--- src/rtl/handshake_eager_fork_buffered.sv ---
// handshake_eager_fork_buffered: one-slot registered token fanned out eagerly to SIZE consumers
module handshake_eager_fork_buffered #(
  parameter int DATA_TYPE = 32,
  parameter int SIZE = 2
) (
  input  logic                      clk,
  input  logic                      rst,
  input  logic [DATA_TYPE-1:0]      ins,
  input  logic                      ins_valid,
  output logic                      ins_ready,
  output logic [SIZE*DATA_TYPE-1:0] outs,
  output logic [SIZE-1:0]           outs_valid,
  input  logic [SIZE-1:0]           outs_ready
);
  logic                 full;
  logic [DATA_TYPE-1:0] data_reg;
  logic [SIZE-1:0]      sent;
  logic                 done_now;
  logic                 accept;
  assign outs_valid = {SIZE{full}} & ~sent;
  assign outs       = {SIZE{data_reg}};
  assign done_now   = full & (&(sent | outs_ready));
  assign ins_ready  = ~rst & (~full | done_now);
  assign accept     = ins_valid & ins_ready;
  // A refill on the last pending transfer takes priority so streaming has no bubble
  always_ff @(posedge clk or posedge rst) begin
    if (rst) begin
      full     <= 1'b0;
      data_reg <= '0;
      sent     <= '0;
    end else if (accept) begin
      full     <= 1'b1;
      data_reg <= ins;
      sent     <= '0;
    end else if (done_now) begin
      full <= 1'b0;
      sent <= '0;
    end else begin
      sent <= sent | (outs_valid & outs_ready);
    end
  end
endmodule
--- config.mk ---
export PLATFORM = sky130hd
export DESIGN_NAME = handshake_eager_fork_buffered
export DESIGN_NICKNAME = d
export VERILOG_FILES = /design/src/rtl/handshake_eager_fork_buffered.sv
export SDC_FILE = /design/constraint.sdc
export NUM_CORES = 1
export LEC_CHECK = 0
export ABC_CLOCK_PERIOD_IN_PS = 1500
export BUFFER_PORTS_ARGS = -buffer_cell sky130_fd_sc_hd__buf_2
export CAP_MARGIN = 0
export CORE_MARGIN = 2
export CORE_UTILIZATION = 42
export CTS_CLUSTER_DIAMETER = 50
export DETAILED_ROUTE_END_ITERATION = 10
export GPL_TIMING_DRIVEN = 0
export PLACE_DENSITY = 0.77
export RECOVER_POWER = 25
export SETUP_SLACK_MARGIN = 0.1
export SYNTH_ARGS = -nofsm -noshare
export SYNTH_HDL_FRONTEND = slang
export SYNTH_SLANG_ARGS = --single-unit
--- constraint.sdc ---
create_clock -name clk -period 1.5 [get_ports clk]
set_clock_uncertainty 0.05 [all_clocks]
set_input_delay 0.15 -clock clk [delete_from_list [all_inputs] [get_ports clk]]
set_output_delay 0.15 -clock clk [all_outputs]
set_load 0.03 [all_outputs]
==> impl_metrics.yaml <==
drt:
  dr_wl_met2_um: 1830
  detail-route-antenna-nets: 0
  wl_met3_um: 218
  drc: 0
  via_count: 1254
  routed.top_layer: "met4"
  drt_iter0_drc: 27
  wl_um: 3380
  routed_via_density: 4.37
  first_pass_iters: 4
  wl_per_cell_um: 11.8
  met1Wirelength_um: 1310
worst_hold_path:
  hold_class: "in2reg"
  hold_depth: 2
finish:
  syn2layout_area_growth_pct: 54.4
  post-route-util_pct: 68.1
  antenna-diode-count: 0
  largest_reg_flops: 32
  nets: 275
  drive_gt1_share_pct: 80.3
power:
  swShare_pct: 41.4
  leakagePower_nw: 1.33
  ir_drop_mv: 1.10
  powerDensity_nw_per_um2: 1880
  netSwitchingPower_mw: 1.95
  comb_power_share_pct: 52.3
  p_seq_share_pct: 29.6
  clkPwrFrac_pct: 18.1
  p_int_mw: 2.77
synth:
  netlist.area_leader.share_pct: 53.8
  synth_edf_count: 0
  synth.most_common_cell: "dfrtp_1"
  ys_types: 17
  synth-seq-cells: 35
  synth_nets: 156
  synthTopCellsByCount: "dfrtp_1, buf_4, mux2_2"
  synth.avg_cell_area_um2: 13.7
  ys_top_cells_by_area: "dfrtp_1, mux2_2, buf_4"
  synth_async_sr_flop_share_pct: 100
  synth_area_leader_cell: "dfrtp_1"
  syn_area_um2: 1630
  synth_cells: 119
  ys.flop_type: "dfrtp_1"
  yosysWarnings: 0
  ys_seq_area_share_pct: 53.8
worst_setup_path:
  slowest_delay_ns: 0.44
  path_max_fanout: 5
  end_kind: "register"
  worstPathCellList: "o22ai_4 -> a21oi_4 -> buf_12 -> buf_8 -> mux2_4"
  worst_path_max_delay_cell: "dfrtp_2"
  crit_buf_inv: 2
  reg2reg_depth: 5
  path_class: "reg2reg"
  rrSetupSlack_ns: 0.05
  worst_setup_path_start_kind: "register"
  cp_top_family: "flip-flops"
  crit_arrival_ns: 1.57
  required_ns: 1.62
  cp.depth: 5
die:
  initial_core_util_pct: 44.1
  core-area_um2: 3690
  die_w_um: 66.3
  boundaryPins: 104
  die_area_um2: 4390
  rows: 22
  die_h_um: 66.3
global_route:
  grt_max_degree: 36
  grt_pass1_wl_um: 4990
  grt_pass1_vias: 1117
  overflow: 0
  gr-usage-all-layers_pct: 15.1
  antenna_found_initial: 0
timing:
  max-slew-margin-rel_pct: 15.8
  setup_ws_ns: 0.0489
  slew_violations: 0
  rsz0062_at_grt: "true"
  setup_viol: 0
  tightest_slew_ns: 1.26
  fmax_mhz: 689
  period_share_pct: 96.7
  fin_crit_ns: 1.45
  hold_viol_final: 0
clock_tree:
  path_clk_slew_ns: 0.07
  htree_levels: 2
  clock-sinks: 35
  cts-buffers-inserted: 5
  cts_root_buf: "clkbuf_8"
  cts_tree: "done"
  clk_latency_ns: 0.28
  clk_path_buf_depth: 2
flow_run:
  max_cap_viol_count: 0
placed_design:
  pre_cts_ws_ns: -0.0443
  gp_congestion: 0.695
  numPortBuffers: 103
  place_hpwl_um: 2470
outcome:
  status: "finished, final reports clean"
[through the flow]
step / power (mW) / instances / TNS (ns) / hold slack (ns) / cell area [um2]
final: 4.72 / 287 / 0 / 0.0443 / 2510
after global routing: 4.96 / 287 / 0 / 0.0357 / 2510
after CTS: 4.66 / 287 / 0 / 0.0393 / 2430
after detailed placement: 3.73 / 270 / -0.996 / 0.336 / 2200
after global placement: 3.69 / 270 / -1.03 / 0.332 / 2200
after floorplan: 3.12 / 119 / 0 / 0.252 / 1630
[cell usage in the layout (no fill, tap or decap)]
cell type	instances
clkbuf_1	1
buf_2	100
or4b_1	1
buf_8	6
and2b_2	1
clkbuf_8	6
inv_1	1
a21oi_1	1
dfrtp_2	1
buf_4	37
nand2_1	4
nor2b_4	1
o22ai_4	1
mux2_4	14
o211ai_1	1
o21ai_0	2
dfrtp_1	34
a21oi_4	1
mux2_2	18
buf_12	1
buf_6	3
nand2b_1	1
bufinv_16	1
clkinv_2	1
nor2_1	1
[power by group through the flow]
stage / sequential [mW] / clock, mW / combinational (mW)
CTS: 1.40 / 0.876 / 2.39
floorplan: 1.88 / 0 / 1.23
global route: 1.44 / 0.933 / 2.59
detailed placement: 1.41 / 0 / 2.32
finish: 1.40 / 0.854 / 2.47
global placement: 1.40 / 0 / 2.29
[repair_timing]
action / CTS / global route
buffers inserted: 6 / 0
cloned: 3 / 0
pin swaps: 2 / 0
gates resized for setup: 12 / 24
hold buffers: 0 / 0
endpoints found under the setup margin: 32 / 34
[logic make-up after synthesis]
family	after synthesis	synth area share, %
AOI/OAI and AO/OA	6	3.61
buffers and inverters	37	17.4
DFF	35	53.8
muxes	32	22.1
and+or+nand+nor	9	3.07
[routing by layer]
layer	GRT usage (%)	up-vias
met4	6.12	0
met2	28.6	49
met1	15.7	597
li1	-	606
met5	0	-
met3	3.75	2
[final timing paths]
check	startpoint	to
worst min-delay path	ins[29]	data_reg[29]
worst min register to register	data_reg[14]	data_reg[14]
worst max register to register	sent[0]	data_reg[0]
max in group asynchronous	rst	sent[0]
worst max-delay path	sent[0]	data_reg[0]
min in group asynchronous	rst	data_reg[9]
[layout make-up]
class | instances | area, um2
Clock inverter | 2 | 35.0
Timing Repair Buffer | 112 | 626
Multi-Input combinational cell | 47 | 529
Fill cell | 303 | 1170
Inverter | 1 | 3.75
Buffer | 36 | 300
Tap cell | 48 | 60.1
Clock buffer | 6 | 82.6
Sequential cell | 35 | 877
Note: power is estimated with default switching activity, not from simulation.
